### src/rtl/adder_result_queue.sv
// Result queue behind the fixed-latency prefix adder. Tags ride a delay line next to the adder pipe, and results land in a FIFO.
// Latency: an issue at edge t is captured at edge t+LATENCY. With the FIFO empty, res_valid rises right after that edge.
// Backpressure: valid/ready toward writeback; issue_ready hands out credits so an arrival never meets a full FIFO.
// Ports: clock/reset_n (async, active low); issue_valid/issue_tag/issue_ready (issue side);
//        sum/cout (adder outputs); res_valid/res_ready/res_sum/res_cout/res_zero/res_tag (writeback side);
//        occupancy (entries stored); drop_err (sticky: an arrival was lost to a full FIFO).
module adder_result_queue #(
  parameter int WIDTH   = 32,
  parameter int TAG_W   = 5,
  parameter int LATENCY = 5,
  parameter int DEPTH   = 4
) (
  input  logic                     clock,
  input  logic                     reset_n,
  input  logic                     issue_valid,
  input  logic [TAG_W-1:0]         issue_tag,
  output logic                     issue_ready,
  input  logic [WIDTH-1:0]         sum,
  input  logic                     cout,
  output logic                     res_valid,
  input  logic                     res_ready,
  output logic [WIDTH-1:0]         res_sum,
  output logic                     res_cout,
  output logic                     res_zero,
  output logic [TAG_W-1:0]         res_tag,
  output logic [$clog2(DEPTH):0]   occupancy,
  output logic                     drop_err
);
  localparam int PTR_W = $clog2(DEPTH);
  localparam int CNT_W = PTR_W + 1;

  typedef struct packed {
    logic [WIDTH-1:0] sum;
    logic             cout;
    logic             zero;
    logic [TAG_W-1:0] tag;
  } entry_t;

  logic [LATENCY-1:0] line_vld;
  logic [TAG_W-1:0]   line_tag [LATENCY];
  entry_t             mem [DEPTH];
  logic [PTR_W-1:0]   wr_ptr;
  logic [PTR_W-1:0]   rd_ptr;
  logic [CNT_W-1:0]   count;
  logic               accept;
  logic               arrival;
  logic               full;
  logic               push;
  logic               pop;
  entry_t             arr_entry;
  entry_t             head;
  int                 inflight;

  assign accept  = issue_valid && issue_ready;
  assign arrival = line_vld[LATENCY-1];
  assign full    = (count == CNT_W'(DEPTH));
  assign push    = arrival && !full;
  assign pop     = res_valid && res_ready;

  // The delay line mirrors the adder pipe. It never stalls, because the adder cannot stall either.
  always_ff @(posedge clock or negedge reset_n) begin
    if (!reset_n) begin
      line_vld <= '0;
    end else begin
      line_vld[0] <= accept;
      for (int i = 1; i < LATENCY; i++) begin
        line_vld[i] <= line_vld[i-1];
      end
    end
  end

  // Tags are only meaningful next to a set valid bit, so they need no reset.
  always_ff @(posedge clock) begin
    line_tag[0] <= issue_tag;
    for (int i = 1; i < LATENCY; i++) begin
      line_tag[i] <= line_tag[i-1];
    end
  end

  // The zero flag is computed once, at capture, so the output side stays a plain register read.
  assign arr_entry.sum  = sum;
  assign arr_entry.cout = cout;
  assign arr_entry.zero = (sum == '0);
  assign arr_entry.tag  = line_tag[LATENCY-1];

  always_ff @(posedge clock) begin
    if (push) begin
      mem[wr_ptr] <= arr_entry;
    end
  end

  always_ff @(posedge clock or negedge reset_n) begin
    if (!reset_n) begin
      wr_ptr   <= '0;
      rd_ptr   <= '0;
      count    <= '0;
      drop_err <= 1'b0;
    end else begin
      if (push) begin
        wr_ptr <= wr_ptr + 1'b1;
      end
      if (pop) begin
        rd_ptr <= rd_ptr + 1'b1;
      end
      case ({push, pop})
        2'b10:   count <= count + 1'b1;
        2'b01:   count <= count - 1'b1;
        default: count <= count;
      endcase
      // Only reachable if the credit loop is broken, e.g. LATENCY does not match the adder.
      if (arrival && full) begin
        drop_err <= 1'b1;
      end
    end
  end

  // Every set valid bit in the delay line is a FIFO slot that is already promised.
  always_comb begin
    inflight = 0;
    for (int i = 0; i < LATENCY; i++) begin
      inflight = inflight + int'(line_vld[i]);
    end
  end

  // Uses registered state only. A pop frees its credit on the following cycle.
  assign issue_ready = (int'(count) + inflight) < DEPTH;

  assign res_valid = (count != '0);
  // Storage is not reset, so the head fields are forced to zero while the FIFO is empty.
  assign head      = res_valid ? mem[rd_ptr] : '0;
  assign res_sum   = head.sum;
  assign res_cout  = head.cout;
  assign res_zero  = head.zero;
  assign res_tag   = head.tag;
  assign occupancy = count;

endmodule

### config.mk
export PLATFORM = sky130hd
export DESIGN_NAME = adder_result_queue
export DESIGN_NICKNAME = d
export VERILOG_FILES = /design/src/rtl/adder_result_queue.sv
export SDC_FILE = /design/constraint.sdc
export NUM_CORES = 1
export LEC_CHECK = 0
export ABC_CLOCK_PERIOD_IN_PS = 3000
export CAP_MARGIN = 20
export CORE_MARGIN = 2
export CORE_UTILIZATION = 47
export CTS_BUF_LIST = sky130_fd_sc_hd__clkbuf_2 sky130_fd_sc_hd__clkbuf_4 sky130_fd_sc_hd__clkbuf_8
export CTS_CLUSTER_SIZE = 20
export DETAILED_ROUTE_END_ITERATION = 10
export GPL_TIMING_DRIVEN = 0
export PLACE_DENSITY_LB_ADDON = 0.25
export SLEW_MARGIN = 30
export SYNTH_ARGS = -nofsm -noshare
export SYNTH_HDL_FRONTEND = slang
export SYNTH_SLANG_ARGS = --single-unit
### constraint.sdc
create_clock -name clock -period 3 [get_ports clock]
set_input_delay 0.3 -clock clock [delete_from_list [all_inputs] [get_ports clock]]
set_output_delay 0.3 -clock clock [all_outputs]
set_load 0.01 [all_outputs]
=== Word level (Yosys, flattened, before mapping) ===
Memories as Yosys holds them, arrays and structs flattened.
Index checks and enable logic that the tools add are counted.

* Bits in registers: 13
* RAM bits: 181
* Word-level logic and storage cells: 32
* Memories kept: 2

{| class="wikitable"
|+ Memories
! memory !! depth !! bits a word !! read ports !! clocked after memory_dff !! write ports !! line !! text
|-
| mem || 4 || 39 || 1 || 0 || 1 || 41 || <nowiki>entry_t mem [DEPTH];</nowiki>
|-
| line_tag || 5 || 5 || 5 || 0 || 5 || 40 || <nowiki>logic [TAG_W-1:0] line_tag [LATENCY];</nowiki>
|}

* Add/sub/neg operators: 9
* Magnitude comparators: 1
* Equal/unequal tests: 3
* Muxes and demuxes: 4
* Reduce and logical (&&, ||, !) cells: 8

{| class="wikitable"
|+ Operators by type and width
! kind !! count
|-
| 2-to-1 mux 39 bit || 1
|-
| logical NOT 32 bit || 1
|-
| adder 3 x 5 -> 6 bit || 1
|-
| < comparator 6 x 3 -> 1 bit, second input constant || 1
|-
| case mux 3 bit (2 select lines) || 1
|-
| adder 4 x 1 -> 5 bit || 1
|-
| adder 2 x 1 -> 2 bit, second input constant || 2
|-
| adder 3 x 1 -> 4 bit || 1
|-
| logical AND 1 bit || 4
|-
| adder 2 x 1 -> 3 bit || 1
|-
| adder 3 x 1 -> 3 bit, second input constant || 1
|-
| equality test 3 bit, second input constant || 1
|-
| nonzero test 3 bit || 1
|-
| subtractor 3 x 1 -> 3 bit, second input constant || 1
|-
| adder 1 x 1 -> 2 bit || 1
|-
| equality test 2 x 1 -> 1 bit, second input constant || 1
|-
| equality test 2 bit, second input constant || 1
|-
| 2-to-1 mux 1 bit || 2
|-
| nonzero test 2 bit || 1
|-
| logical NOT 1 bit || 1
|}

=== Logic depth before layout (Yosys ltp) ===
* Depth after elaboration: 7
* Gate-level depth with buffers: 9
* Mapped depth without buffers: 9

=== Least setup slack after synthesis ===
No wires, ideal clock.

* Path type: reg2out
* Start point: register count[0] (netlist: occupancy[0])
* End point: output port issue_ready
* Arrival time: 2.121 ns
* Slack: 0.579 ns
* Stages on the path, launching flop included: 6
* Buffers on the path: 0
* Cell sequence: dfrtp_1 > fa_1 > fa_1 > ha_1 > and3_1 > nor4_1

* Longest elaborated chain between the ends: 2

{| class="wikitable"
|+ RTL lines
! item !! line !! text
|-
| start, declared || 44 || <nowiki>logic [CNT_W-1:0] count;</nowiki>
|-
| start signal, assigned || 106 || <nowiki>2'b10: count <= count + 1'b1;</nowiki>
|-
| start signal, assigned || 107 || <nowiki>2'b01: count <= count - 1'b1;</nowiki>
|-
| start signal, assigned || 108 || <nowiki>default: count <= count;</nowiki>
|-
| adder 3 x 5 -> 6 bit || 126 || <nowiki>assign issue_ready = (int'(count) + inflight) < DEPTH;</nowiki>
|-
| < comparator 6 x 3 -> 1 bit || 126 ||
|-
| end, declared || 17 || <nowiki>output logic issue_ready,</nowiki>
|}

Every way passes these cells.

=== Worst setup path after layout ===
* Start point: register count[0] (netlist: occupancy[0])
* End point: output port res_sum[25]

* Longest elaborated chain between the ends: 2

{| class="wikitable"
|+ RTL lines
! item !! line !! text
|-
| nonzero test 3 bit || 128 || <nowiki>assign res_valid = (count != '0);</nowiki>
|-
| 2-to-1 mux 39 bit || 130 || <nowiki>assign head = res_valid ? mem[rd_ptr] : '0;</nowiki>
|-
| end, declared || 22 || <nowiki>output logic [WIDTH-1:0] res_sum,</nowiki>
|}

Every way passes these cells.

==> summary.md <==
| Metric | Value |
|---|---|
| Slew margin rel. | 0.579 |
| Fin. max-slew vios | 0 |
| Post-layout minimum cycle time | 2830 ps |
| Layout Cells excl Fill | approximately 640 |
| Startpoint types | flop |
| Gpl congestion | 0.685 |
| Critical path cell sequence | buf_4, or3_1, clkbuf_1, and2_1, clkdlybuf4s50_1 |
| WL met3 | 641 µm |
| PortBufs | 86 |
| DP Wirelength | 7.45 mm |
| Via-to-Cell Ratio | 5.20 |
| Count of final setup violators | 0 |
| RR Startpoint | occupancy[0]$_DFFE_PN0P_ |
| Drt pass-1 iters | 5 |
| Layout area overhead | 22.3% |
| Sequential share of the synthesized area | 0.768 |
| Synthesized area | 7170 µm² |
| FF-to-FF End | occupancy[2]$_DFFE_PN0P_ |
| Max VDD drop | 0.395 mV |
| DIE AREA | 16300 µm² |
| Reg2Reg Depth | 9 |
| Power per cell area | 948 nW/µm² |
| Post-synthesis cell type count | 25 |
| Fmax | 353 MHz |
| Fillers | about 1.1k |
| Status | finished, final reports clean |
| WP data required | 2700 ps |
| Clock network power share | 0.215 |
| Design Area, Final | 8770 µm² |
| Clk sinks | between 150 and 200 |
| Initial core utilization | 0.477 |
| Synthesis Warnings | 0 |
| Root buffer cell | clkbuf_8 |
| Area of the multi-input gates | roughly 1500 µm² |
| Synthesized flop and latch total | 194 |
| Setup crit end kind | output pin |
| Fin crit share | 0.944 |
| Leakage | 0.00297 µW |
| Ant. Diodes | 0 |
| Die Span Y | 128 µm |
| CTS buffer count | 17 |
| Drt drc | 0 |
| CP max-delay cell | clkdlybuf4s50_1 |
| Placed inst area | ~8300 µm² |
| Register Area | 5510 µm² |
| Commonest non-fill, non-tap cell in the layout | edfxtp_1 |
| Nets@finish | ~500 |
| # H-tree levels | 4 |
| Global-route wire length before repair | 18.8 mm |
| Sw Pwr | 2360 µW |
| Starting DRT DRC Count | 193 |
| FP Rows | 45 |
| Vias in the first global route | 3531 |
| Metal2 WL | 6.17 mm |
| Crit path arrival time | 2530 ps |
| Gr ovfl total | 0 |
| Unrepaired setup endpoints after global routing | no |
| Seq pwr share | 0.412 |
| Cells after Synth | 335 |
| Most frequent cells in the layout | edfxtp_1 (156), clkdlybuf4s50_1 (85), and2_1 (41) |
| P_int | a little under 6000 µW |
| Hold Crit Class | in2async |
| Slew of the pin with the lowest slew margin | between 600 and 700 ps |
| Slowest stage delay, CP | 490 ps |
| Syn avg cell area | 21.4 µm² |
| Final wirelength | ~12 mm |
| Synthesized net count | 388 |
| Comb power frac | 0.373 |
| Placed Instances | 611 |
| Num ports | 87 |
| Highest routed layer | met4 |
| Worst-path clk slew | about 90 ps |
| Fin. Hold Viols | 0 |
| Critical path fanouts, max | 10 |
| Clk_lat worst skew | 460 ps |
| Core Box Area | 15000 µm² |
| Worst clock skew | 9.33 ps |
| Crit Path Class | reg2out |
| GRT Overall Usage | 0.157 |
| Largest net degree at the start of global routing | 40 |
| Metal-1 WL | approximately 5.1 mm |
| Final ANT Viol Nets | 0 |
| Sw Share | 0.285 |
| CTS tree | built |
| Fraction of layout cells with a size suffix above 1 | 0.204 |
| Antenna violations before repair | 0 |
| Worst reg2reg setup slack | 730 ps |
| Clock buffer depth | 2 |
| DR vias | between 3k and 4k |
| Die Width | 128 µm |
| Routed len/inst | 18.7 µm |
| Max cap viols | 0 |
-- routing by layer --
metal / track usage / vias up
li1: - / 1537
met1: 0.200 / 1706
met2: 0.258 / 94
met3: 0.0440 / 11
met4: 0.0646 / 0
met5: 0 / -
-- power groups by stage --
stage          logic [µW]  registers, µW  clock network, µW
5_1_grt              3350           3460               1940
3_5_place_dp         3140           3500                  0
6_report             3100           3430               1780
3_3_place_gp         3060           3500                  0
2_1_floorplan        1780           3470                  0
4_1_cts              3170           3430               1840
-- repair_timing --
action | CTS | global route
resized for setup | 7 | 2
setup buffers | 1 | 0
setup endpoints to repair | 1 | 2
pin swaps | 1 | 1
hold buffers | 0 | 0
-- per-stage QoR --
| step | hold slack, ps | power [µW] | util | setup slack (ps) | setup TNS [ps] |
|---|---|---|---|---|---|
| 2_1_floorplan | 4.41 | 5250 | - | 579 | 0 |
| 6_report | 214 | 8310 | 0.583 | 167 | 0 |
| 5_1_grt | 236 | 8750 | 0.583 | 31.0 | 0 |
| 3_3_place_gp | 311 | 6560 | 0.550 | -221 | -32190 |
| 4_1_cts | 208 | 8440 | 0.583 | 7.32 | 0 |
| 3_5_place_dp | 312 | 6640 | 0.553 | 33.8 | 0 |
-- worst max-delay path: cells and delay by family, from the launching register on --
family        cells  cell delay, ps
buf+inv           3             930
flops             1             440
simple gates      2             700
-- how the worst max path moves through the flow --
stage,start,end,slack [ps],depth (start not counted)
after floorplan,occupancy[0]$_DFFE_PN0P_,issue_ready,580,5
after global placement,occupancy[0]$_DFFE_PN0P_,mem[0][25]$_DFFE_PP_,-220,3
after detailed placement,occupancy[0]$_DFFE_PN0P_,issue_ready,30,6
after CTS,occupancy[0]$_DFFE_PN0P_,issue_ready,7,6
after global routing,occupancy[0]$_DFFE_PN0P_,res_sum[5],30,5
final,occupancy[0]$_DFFE_PN0P_,res_sum[25],170,5
-- cell usage after synthesis --
library cell	instances	share of area
a21boi_1	1	0.0010
a31o_2	1	0.0012
and2_1	45	0.039
and3_1	1	0.00087
buf_12	4	0.011
buf_2	4	0.0028
buf_6	1	0.0016
clkbuf_1	4	0.0021
dfrtp_1	13	0.045
dfxtp_1	25	0.070
edfxtp_1	156	0.65
fa_1	3	0.0084
ha_1	8	0.014
inv_1	6	0.0031
mux2_2	1	0.0016
mux2i_1	1	0.0014
mux4_1	1	0.0037
mux4_2	38	0.12
nand3_1	1	0.00070
nand4_1	2	0.0017
nor2_1	3	0.0016
nor4_1	9	0.0079
or3_1	1	0.00087
xnor2_1	3	0.0037
xor2_1	3	0.0037
-- state kept, by name, indices dropped and copies added, names as in the netlist --
register and count:
wr_ptr 2, rd_ptr 2, drop_err 1, mem 156, line_tag 25, line_vld 5
occupancy 3
-- cells by family after synthesis --
kind of cell / after synthesis / share of synthesized area
adders and majority gates: 11 / 0.0223
and+or+nand+nor: 62 / 0.0529
buffers and inverters: 19 / 0.0208
DFF: 194 / 0.768
xor gates and xnor gates: 6 / 0.00733
AOI/OAI and AO/OA: 2 / 0.00227
muxes: 41 / 0.126
-- layout make-up --
class,count,area share
sequential,194,0.629
multi-input combinational,122,0.175
timing repair buffer,89,0.103
clock buffer,18,0.0283
tap,188,0.0268
clock inverter,14,0.0215
buffer,13,0.0146
inverter,6,0.00257
Power figures use the tool's default switching activity.
